**src/rtl/muldiv_seq.sv**
```systemverilog
// Iterative RV32 M-extension unit: 32-step shift-add multiply / restoring divide,
// one request at a time, with an optional early-out for div-by-zero and signed overflow.
module muldiv_seq #(
  parameter int XLEN      = 32,
  parameter bit EARLY_OUT = 1'b1
) (
  input  logic            clk_i,
  input  logic            rst_i,
  input  logic            flush_i,
  input  logic            valid_i,
  input  logic [2:0]      op_i,
  input  logic [XLEN-1:0] src_a_i,
  input  logic [XLEN-1:0] src_b_i,
  output logic            ready_o,
  output logic            busy_o,
  output logic            done_o,
  output logic [XLEN-1:0] result_o
);

  // Handshake: a request is taken on a rising edge where ready_o && valid_i && !flush_i;
  // done_o pulses for one cycle with result_o valid and there is no back-pressure on it.

  typedef enum logic [1:0] {IDLE, CALC, FIXUP, DONE} state_e;

  state_e            state_q, state_d;
  logic [4:0]        count_q, count_d;
  logic [2*XLEN-1:0] acc_q, acc_d;
  logic [XLEN-1:0]   opb_q, opb_d;
  logic [2:0]        op_q, op_d;
  logic              neg_q, neg_d;
  logic              neg_rem_q, neg_rem_d;
  logic              div_zero_q, div_zero_d;
  logic [XLEN-1:0]   result_q, result_d;

  logic              accept;
  logic              a_signed, b_signed, sign_a, sign_b;
  logic [XLEN-1:0]   mag_a, mag_b;
  logic              b_zero, ovf, early;
  logic [XLEN-1:0]   early_res;
  logic [XLEN:0]     mul_sum;
  logic [2*XLEN-1:0] mul_next;
  logic [XLEN:0]     div_trial, div_diff;
  logic              div_ge;
  logic [2*XLEN-1:0] div_next;
  logic [2*XLEN-1:0] prod;
  logic [XLEN-1:0]   quo, rem, fix_res;

  assign accept = (state_q == IDLE) && valid_i && !flush_i;

  // Operand preparation from the live request inputs
  always_comb begin
    a_signed  = (op_i == 3'b001) || (op_i == 3'b010) || (op_i == 3'b100) || (op_i == 3'b110);
    b_signed  = (op_i == 3'b001) || (op_i == 3'b100) || (op_i == 3'b110);
    sign_a    = a_signed && src_a_i[XLEN-1];
    sign_b    = b_signed && src_b_i[XLEN-1];
    mag_a     = sign_a ? -src_a_i : src_a_i;
    mag_b     = sign_b ? -src_b_i : src_b_i;
    b_zero    = (src_b_i == '0);
    ovf       = op_i[2] && !op_i[0] && (src_a_i == {1'b1, {(XLEN-1){1'b0}}}) && (src_b_i == '1);
    early     = (EARLY_OUT != 1'b0) && op_i[2] && (b_zero || ovf);
    early_res = b_zero ? (op_i[1] ? src_a_i : '1)
                       : (op_i[1] ? '0 : {1'b1, {(XLEN-1){1'b0}}});
  end

  // One iteration step; acc holds {hi, lo} for multiply and {remainder, quotient} for divide
  always_comb begin
    mul_sum   = {1'b0, acc_q[2*XLEN-1:XLEN]} + {1'b0, (acc_q[0] ? opb_q : '0)};
    mul_next  = {mul_sum, acc_q[XLEN-1:1]};
    div_trial = acc_q[2*XLEN-1:XLEN-1];
    div_diff  = div_trial - {1'b0, opb_q};
    div_ge    = !div_diff[XLEN];
    div_next  = {(div_ge ? div_diff[XLEN-1:0] : div_trial[XLEN-1:0]), acc_q[XLEN-2:0], div_ge};
  end

  // Sign fix-up and result select; divide-by-zero quotient is all ones regardless of sign
  always_comb begin
    prod = neg_q ? -acc_q : acc_q;
    quo  = div_zero_q ? '1 : (neg_q ? -acc_q[XLEN-1:0] : acc_q[XLEN-1:0]);
    rem  = neg_rem_q ? -acc_q[2*XLEN-1:XLEN] : acc_q[2*XLEN-1:XLEN];
    case (op_q)
      3'b000:                 fix_res = prod[XLEN-1:0];
      3'b001, 3'b010, 3'b011: fix_res = prod[2*XLEN-1:XLEN];
      3'b100, 3'b101:         fix_res = quo;
      default:                fix_res = rem;
    endcase
  end

  always_comb begin
    count_d    = count_q;
    acc_d      = acc_q;
    opb_d      = opb_q;
    op_d       = op_q;
    neg_d      = neg_q;
    neg_rem_d  = neg_rem_q;
    div_zero_d = div_zero_q;
    result_d   = result_q;
    if (accept) begin
      op_d       = op_i;
      count_d    = 5'd0;
      neg_d      = sign_a ^ sign_b;
      neg_rem_d  = sign_a;
      div_zero_d = b_zero;
      if (op_i[2]) begin
        acc_d = {{XLEN{1'b0}}, mag_a};
        opb_d = mag_b;
      end else begin
        acc_d = {{XLEN{1'b0}}, mag_b};
        opb_d = mag_a;
      end
      if (early) result_d = early_res;
    end else if (state_q == CALC) begin
      acc_d   = op_q[2] ? div_next : mul_next;
      count_d = count_q + 5'd1;
    end else if (state_q == FIXUP && !flush_i) begin
      result_d = fix_res;
    end
  end

  always_comb begin
    state_d = state_q;
    case (state_q)
      IDLE:    if (accept) state_d = early ? DONE : CALC;
      CALC:    if (count_q == 5'd31) state_d = FIXUP;
      FIXUP:   state_d = DONE;
      default: state_d = IDLE;
    endcase
    if (flush_i && state_q != IDLE) state_d = IDLE;
  end

  always_comb begin
    ready_o  = (state_q == IDLE);
    busy_o   = (state_q != IDLE);
    done_o   = (state_q == DONE);
    result_o = result_q;
  end

  always_ff @(posedge clk_i) begin
    if (rst_i) begin
      state_q    <= IDLE;
      count_q    <= 5'd0;
      acc_q      <= '0;
      opb_q      <= '0;
      op_q       <= 3'b000;
      neg_q      <= 1'b0;
      neg_rem_q  <= 1'b0;
      div_zero_q <= 1'b0;
      result_q   <= '0;
    end else begin
      state_q    <= state_d;
      count_q    <= count_d;
      acc_q      <= acc_d;
      opb_q      <= opb_d;
      op_q       <= op_d;
      neg_q      <= neg_d;
      neg_rem_q  <= neg_rem_d;
      div_zero_q <= div_zero_d;
      result_q   <= result_d;
    end
  end

endmodule

```
**config.mk**
```make
export PLATFORM = sky130hd
export DESIGN_NAME = muldiv_seq
export DESIGN_NICKNAME = d
export VERILOG_FILES = /design/src/rtl/muldiv_seq.sv
export SDC_FILE = /design/constraint.sdc
export NUM_CORES = 1
export LEC_CHECK = 0
export CAP_MARGIN = 10
export CORE_MARGIN = 4
export CORE_UTILIZATION = 30
export CTS_CLUSTER_SIZE = 20
export DETAILED_ROUTE_END_ITERATION = 16
export PLACE_DENSITY_LB_ADDON = 0.15
export REMOVE_ABC_BUFFERS = 1
export SLEW_MARGIN = 0
export SYNTH_ARGS = -nofsm -noshare
export SYNTH_HDL_FRONTEND = slang
export SYNTH_SLANG_ARGS = --single-unit
export TNS_END_PERCENT = 20
```
**constraint.sdc**
```tcl
create_clock -name clk_i -period 4.8 [get_ports clk_i]
set_clock_uncertainty 0.1 [all_clocks]
set_input_delay 0.72 -clock clk_i [delete_from_list [all_inputs] [get_ports clk_i]]
set_output_delay 0.72 -clock clk_i [all_outputs]
set_load 0.05 [all_outputs]
```
# Yosys cells after proc, flatten, opt, wreduce, memory -nomap -nowiden
# Index checks and enable logic that the tools add are counted.
[word_totals]
word_cells = 93
ff_bits = 141
input_bits = 71
[classes]
eq_ne = 19
bitwise = 1
addsub = 8
n_reduce_logical = 31
muxes = 25
[op_table]
columns = ["operator", "n"]
rows = [
  ["32-bit 2-to-1 mux", 16],
  ["64-bit 2-to-1 mux", 4],
  ["32-bit negation", 4],
  ["32-bit one-hot mux with 3 select lines", 1],
  ["32-bit == test (second input constant)", 2],
  ["64-bit negation", 1],
  ["32-bit by 32-bit adder with 33-bit output", 1],
  ["33-bit by 32-bit subtractor with 33-bit output", 1],
  ["32-bit zero test", 1],
  ["3-bit == test (second input constant)", 4],
  ["1-bit logical AND", 10],
  ["3-bit by 2-bit == test with 1-bit output (second input constant)", 3],
  ["3-bit by 1-bit == test with 1-bit output (second input constant)", 2],
  ["1-bit logical OR", 6],
  ["2-bit 2-to-1 mux", 3],
  ["2-bit by 1-bit != test with 1-bit output (second input constant)", 3],
  ["2-bit one-hot mux with 3 select lines", 1],
  ["2-bit nonzero test", 3],
  ["2-bit OR reduction", 3],
  ["5-bit by 1-bit adder with 5-bit output (second input constant)", 1],
  ["5-bit == test (second input constant)", 1],
  ["2-bit == test (second input constant)", 2],
  ["1-bit zero test", 3],
  ["3-bit zero test", 1],
  ["other kinds (7)", 7],
]

# Depth between registers and ports, before layout
# Gate-level depths: netlist of the first run.
[logic_depth]
word_depth = 9
ltp_mapped = 15
mapped_depth_nobuf = 13

# Worst setup path before layout of the first run
# No wires, ideal clock.
[synth_timing]
kind = "register to register"
from = "register acc_q[0]"
to = "register acc_q[63]"
path_stages_with_launch = 15
setup_ns = 0.131
slack_ns = 1.198
t_required_ns = 4.569
arrival_ns = 3.372
cell_sequence = "dfxtp_1 -> clkbuf_1 -> inv_1 -> clkbuf_1 -> nor2_1 -> ha_1 -> a21o_1 -> a21o_1 -> a221oi_2 -> o221ai_1 -> a21oi_1 -> nor3_1 -> or3_1 -> a2111oi_0 -> o41ai_1"
[synth_between]
elab_chain_cells = 5
[synth_rtl]
columns = ["item", "line_no", "source"]
rows = [
  ["start, declared", "27", "logic [2*XLEN-1:0] acc_q, acc_d;"],
  ["start signal, assigned", "141", "acc_q <= '0;"],
  ["start signal, assigned", "151", "acc_q <= acc_d;"],
  ["32-bit 2-to-1 mux", "67", "mul_sum = {1'b0, acc_q[2*XLEN-1:XLEN]} + {1'b0, (acc_q[0] ? opb_q : '0)};"],
  ["32-bit by 32-bit adder with 33-bit output", "67", ""],
  ["64-bit 2-to-1 mux", "112", "acc_d = op_q[2] ? div_next : mul_next;"],
  ["64-bit 2-to-1 mux", "111", "end else if (state_q == CALC) begin"],
  ["64-bit 2-to-1 mux", "97", "if (accept) begin"],
]
# No other way between the ends. The select of a mux whose other input is x is not followed.
# A chain may end at the register's enable or synchronous reset.

# Worst setup path in the final report of the first run
[layout_timing]
from = "register acc_q[0]"
to = "register acc_q[62]"
# Same word-level chain as after synthesis.

==> results of run 1 <==
## state kept, by name (all words and copies together) (netlist names)
name        count
opb_q          32
state_q         2
op_q            3
count_q         5
div_zero_q      1
neg_rem_q       1
neg_q           1
acc_q          64
result_o       32
## cells by family after synthesis
group,synth area share (%)
xor+xnor,10.4
compound gates,30.0
buf+inv,6.09
mux,5.10
flops,18.8
simple gates,23.0
fa+ha+maj,6.62
## per-layer routing
metal	part of all wire (%)	vias up	routed length, um	track usage [%]
met5	0	-	0	0
met1	48	7911	29100	32.3
met3	5.7	52	3480	2.64
met4	2.0	0	1240	5.43
met2	45	580	27400	34.4
li1	-	7756	-	-
## cell usage in the layout (no fill, tap or decap), drive strengths merged, types with 61 or more instances in the layout
| cell type | instances |
|---|---|
| nand2 | 226 |
| nor2 | 204 |
| a21oi | 182 |
| o21ai | 153 |
| dfxtp | 141 |
| clkdlybuf4s50 | 103 |
| xor2 | 90 |
| xnor2 | 88 |
| inv | 77 |
| ha | 76 |
| mux2i | 73 |
| o211ai | 61 |
## synth_stat cells (18+ instances only)
library cell / number / area share, %
nand3_1: 39 / 1.3
clkbuf_1: 137 / 3.4
xor2_1: 90 / 5.3
o21ai_0: 150 / 5.0
ha_1: 76 / 6.3
xnor2_1: 88 / 5.1
inv_1: 73 / 1.8
nand2_1: 226 / 5.7
a21oi_1: 182 / 6.1
or3_1: 18 / 0.75
a31oi_1: 23 / 0.96
or4_1: 20 / 1.0
a311oi_1: 31 / 1.8
dfxtp_1: 141 / 19
a21o_1: 29 / 1.5
and2_1: 20 / 0.84
buf_1: 19 / 0.48
a211oi_1: 34 / 1.7
mux2i_1: 73 / 4.9
nor2_1: 204 / 5.1
nand4_1: 25 / 1.0
nor3_1: 50 / 1.7
o211ai_1: 61 / 3.1
o31ai_1: 34 / 1.7
## worst max-delay path, stage by stage (launching register included)
cell and delay (ps):
dfxtp_1 390, inv_1 320, buf_4 360, nor2_1 80, ha_1 420, nand2_1 190
nor3_1 210, nand4_1 160, a311oi_1 600, nor3_1 210, o31ai_1 530, or4_1 180
a31oi_1 80, o31ai_1 230
## through the flow
stage	setup slack [ps]	setup TNS [ps]	utilization [%]	total power [W]	instance area, um^2
2_1_floorplan	-1350	-32730	-	0.00505	14300
4_1_cts	733	0	35.3	0.00832	17300
6_report	644	0	35.3	0.00836	17300
3_5_place_dp	310	0	33.9	0.00672	16700
3_3_place_gp	417	0	33.9	0.00670	16700
5_1_grt	395	0	35.3	0.00892	17300
## layout make-up
type / instances / area, um^2 / share of cell area (%)
clock inverter: 15 / 236 / 1.36
timing repair buffer: 160 / 1480 / 8.54
tap: 664 / 831 / 4.79
inverter: 73 / 274 / 1.58
sequential: 141 / 2830 / 16.3
multi-input combinational: 1730 / 11300 / 65.0
clock buffer: 17 / 425 / 2.45
## worst max path at each step
stage               slack [ps]  startpoint      endpoint
floorplan                -1350  state_q[0]     acc_q[32]
global placement           420  src_b_i[0]  result_o[19]
detailed placement         310  src_b_i[0]  result_o[27]
CTS                        730    acc_q[0]     acc_q[62]
global route               400    acc_q[0]     acc_q[63]
finish                     640    acc_q[0]     acc_q[62]
## power groups by stage
stage	registers, W	logic, W	clock network [W]
3_5_place_dp	0.00177	0.00495	0
5_1_grt	0.00179	0.00548	0.00164
4_1_cts	0.00175	0.00497	0.00159
2_1_floorplan	0.00188	0.00317	0
6_report	0.00176	0.00504	0.00157
3_3_place_gp	0.00178	0.00492	0
==> impl_metrics.json, run 1 <==
{
  "cts_hold_buf": 0,
  "critPathMaxFanout": 23,
  "timing.rr.start": "acc_q[0]",
  "rsz0062_at_grt": "no",
  "cap_violations": 0,
  "overflow": 0,
  "cts_setup_buffers": 0,
  "startpoint_type": "flip-flop",
  "num_vias": 16300,
  "ff2ff_path_depth": 13,
  "dpl.hpwl_um": 46400,
  "track_usage_pct": 22.1,
  "clk_latency_ps": 470,
  "relSlewSlack_pct": 25.5,
  "ios": 106,
  "synthFlopType": "dfxtp_1",
  "fp.coreArea_mm2": 0.0492,
  "p_leak_nw": 6.29,
  "vdd_drop_max_v": 0.000277,
  "drc": 0,
  "worstHoldPathType": "reg -> reg",
  "hold_end": "opb_q[3]",
  "synth.cell_area_mm2": 0.0150,
  "fmax_ghz": 0.241,
  "wl_um": 61100,
  "placed_cells": 2768,
  "r2r_slack_ps": 640,
  "drt_iter0_markers": 1558,
  "cts_buffers": 17,
  "power.density_mw_per_mm2": 482,
  "first_global_vias": 15300,
  "p_clk_share_pct": 18.8,
  "intPower_w": 0.00419,
  "netlist_instances": 2109,
  "io_buffers": 105,
  "die_h_um": 231,
  "endpoint_kind": "flip-flop",
  "rr_endpoint": "acc_q[62]",
  "wl_per_cell_um": 21.8,
  "async_reset_ff_share_pct": 0,
  "final_cells": 2800,
  "antenna_cells": 0,
  "ant_nets": 0,
  "cts.sinks": 141,
  "combPwrFrac_pct": 60.2,
  "hold_path_depth": 2,
  "ys_seq_area_share_pct": 18.8,
  "cts_tree": "done",
  "timing.hold.ws_ps": 354,
  "pwr-share-seq_pct": 21.0,
  "htreeDepth": 4,
  "antenna_found_initial": 0,
  "status": "finished, final reports clean",
  "cp.required_ps": 5070,
  "finalHoldViolCount": 0,
  "areaGrowthSynthToFinish_pct": 15.8,
  "row_count": 81,
  "setup_viol": 0,
  "cts_resized": 0,
  "slew_violations": 0,
  "switching_share_pct": 49.9,
  "synth-seq-cells": 141,
  "nets": 2272,
  "dieWidth_um": 231,
  "layout-drive-gt1-share_pct": 6.27,
  "critPathArrivalTime_ps": 4430,
  "avgSynthCellArea_um2": 7.10,
  "clk_pin_slew_ps": 70,
  "ys_warn_count": 0,
  "p_sw_w": 0.00417,
  "gp_routability_congestion": 0.910,
  "synth_cell_type_count": 76,
  "worstSetupPathType": "reg -> reg",
  "initial_core_util_pct": 30.5,
  "grt_start_max_net_pins": 96,
  "fin_crit_sh_pct": 86.6,
  "vias_per_cell": 5.82,
  "hold_path_startpoint": "opb_q[3]",
  "drt_pass1_iterations": 6,
  "clockRootBuffer": "clkbuf_16",
  "grt_pass1_wl_um": 93200,
  "final.fill_count": 5295,
  "worst_pin_slew_ps": 1120,
  "die-area_mm2": 0.0536,
  "clock_path_buffers": 2,
  "post-route-min-period_ps": 4160,
  "synth_edf_count": 0
}
No activity file was read; power rests on OpenSTA's default activity.
==> run 2: changes to the inputs <==
--- a/config.mk
+++ b/config.mk
@@ -5,7 +5,8 @@
 export SDC_FILE = /design/constraint.sdc
 export NUM_CORES = 1
 export LEC_CHECK = 0
-export CAP_MARGIN = 10
+export CAP_MARGIN = 0
+export CORE_ASPECT_RATIO = 0.5
 export CORE_MARGIN = 4
 export CORE_UTILIZATION = 30
 export CTS_CLUSTER_SIZE = 20
==> run 2 against run 1 <==
Final cell count is essentially flat. Fmax shrank 3.4%. Register-to-register slack lost 150 ps. First-iteration DRC count shrank 5.4%. Clock-buffer cell count grew 2.
==> impl_metrics.json, run 2 (synthesis results as in run 1) <==
{
  "status": "finished, final reports clean",
  "die_h_um": 166,
  "setup_viol": 0,
  "gp_routability_congestion": 0.904,
  "pre_cts_ws_ps": 479,
  "cts_setup_buffers": 0,
  "placed_cells": 2769,
  "worstHoldPathType": "reg -> reg",
  "relSlewSlack_pct": 33.8,
  "vias_per_cell": 5.77,
  "timing.rr.start": "acc_q[0]",
  "critPathTopFamily": "compound AO/OA/AOI/OAI gates",
  "cts.sinks": 141,
  "worstSetupStartpoint": "acc_q[0]",
  "drt_pass1_iterations": 8,
  "critPathArrivalTime_ps": 4540,
  "fmax_ghz": 0.232,
  "power.density_mw_per_mm2": 479,
  "final_common_cell": "nand2_1",
  "clock_path_buffers": 2,
  "wl_um": 63200,
  "final_cell_mix": "nand2_1, nor2_1, a21oi_1",
  "worstSetupPathType": "reg -> reg",
  "dpl.hpwl_um": 48300,
  "cp_cell_sequence": "inv_1 -> nor2_1 -> ha_1 -> a2111oi_0 -> o21ai_0 -> o31ai_1 -> a311oi_1 -> nor3_1 -> o31ai_1 -> or4_1 -> a31oi_1 -> o31ai_1",
  "p_total_w": 0.00833,
  "vdd_drop_max_v": 0.000345,
  "cp.required_ps": 5040,
  "post-route-min-period_ps": 4300,
  "initial_core_util_pct": 30.6,
  "overflow": 0,
  "row_count": 57,
  "hold_path_startpoint": "opb_q[4]",
  "regMostFlops": "acc_q",
  "cts_resized": 0,
  "cap_violations": 0,
  "drt_iter0_markers": 1474,
  "htreeDepth": 4,
  "cts_buffers": 17,
  "layout-drive-gt1-share_pct": 6.92,
  "fp.coreArea_mm2": 0.0489,
  "clk_latency_ps": 450,
  "track_usage_pct": 23.1,
  "grt_pass1_wl_um": 96100,
  "grt_start_max_net_pins": 96,
  "first_global_vias": 15100,
  "clockRootBuffer": "clkbuf_16",
  "crit_slowest_cell": "a2111oi_0",
  "clk_pin_slew_ps": 70,
  "critPathMaxFanout": 18,
  "critPathMaxStageDelay_ps": 740,
  "p_leak_nw": 6.34,
  "io_buffers": 105,
  "antenna_found_initial": 0,
  "rsz0062_at_grt": "no",
  "cts_tree": "done",
  "worst_pin_slew_ps": 993,
  "dieWidth_um": 324,
  "areaGrowthSynthToFinish_pct": 16.2,
  "worst_slack_ps": 498,
  "die-area_mm2": 0.0538,
  "path_common_cell": "o31ai_1",
  "finish.utilization_pct": 35.6,
  "nets": 2288,
  "cts_hold_buf": 0,
  "ant_nets": 0,
  "critical_path_buf_inv_count": 1,
  "finalHoldViolCount": 0,
  "endpoint_kind": "flip-flop",
  "ios": 106,
  "fin_crit_sh_pct": 89.6,
  "final_cells": 2802,
  "drc": 0,
  "num_vias": 16200,
  "wl_per_cell_um": 22.6,
  "largest_register_ffs": 64,
  "startpoint_type": "flip-flop",
  "slew_violations": 0
}
## run 2: cell type report
cell class	count	area [um^2]
clock inverter	13	166
antenna	1	2.50
clock buffer	19	443
tap	649	812
timing repair buffer	176	1600
inverter	73	274
multi-input combinational	1730	11300
fill	5266	31500
sequential	141	2830
## run 2: path summary, 6_finish.rpt
kind                     to  slack, ps  cells past startpoint
setup / recovery  acc_q[62]        500                     12
hold / removal     opb_q[4]        350                      2
setup reg to reg  acc_q[62]        500                     12
hold reg to reg    opb_q[4]        350                      2
## run 2: worst register-to-register path: cells and delay by family (launching register included)
family	cells	cell delay, ps
buf+inv	1	590
flops	1	320
fa+ha+maj	1	370
simple gates	3	1010
compound gates	7	1790
## run 2: stage by stage
step                TNS, ps  hold slack, ps  instance area (um^2)
floorplan            -32730             326                 14300
global placement          0             340                 16800
detailed placement        0             348                 16800
CTS                       0             356                 17400
global route              0             369                 17400
finish                    0             352                 17400
## run 2: report_power, final
group          switching, W  internal (W)  leakage (nW)
Clock              0.000616      0.000833         0.278
Combinational       0.00324       0.00189          4.91
Sequential         0.000353       0.00140          1.15
Total               0.00421       0.00412          6.34
## run 2: routing by layer
layer / global-route usage [%] / vias to the layer above / wire length (um)
met1: 34.7 / 7742 / 30900
li1: - / 7777 / -
met4: 4.97 / 0 / 1020
met3: 4.59 / 61 / 5060
met5: 0 / - / 0
met2: 33.7 / 578 / 26200
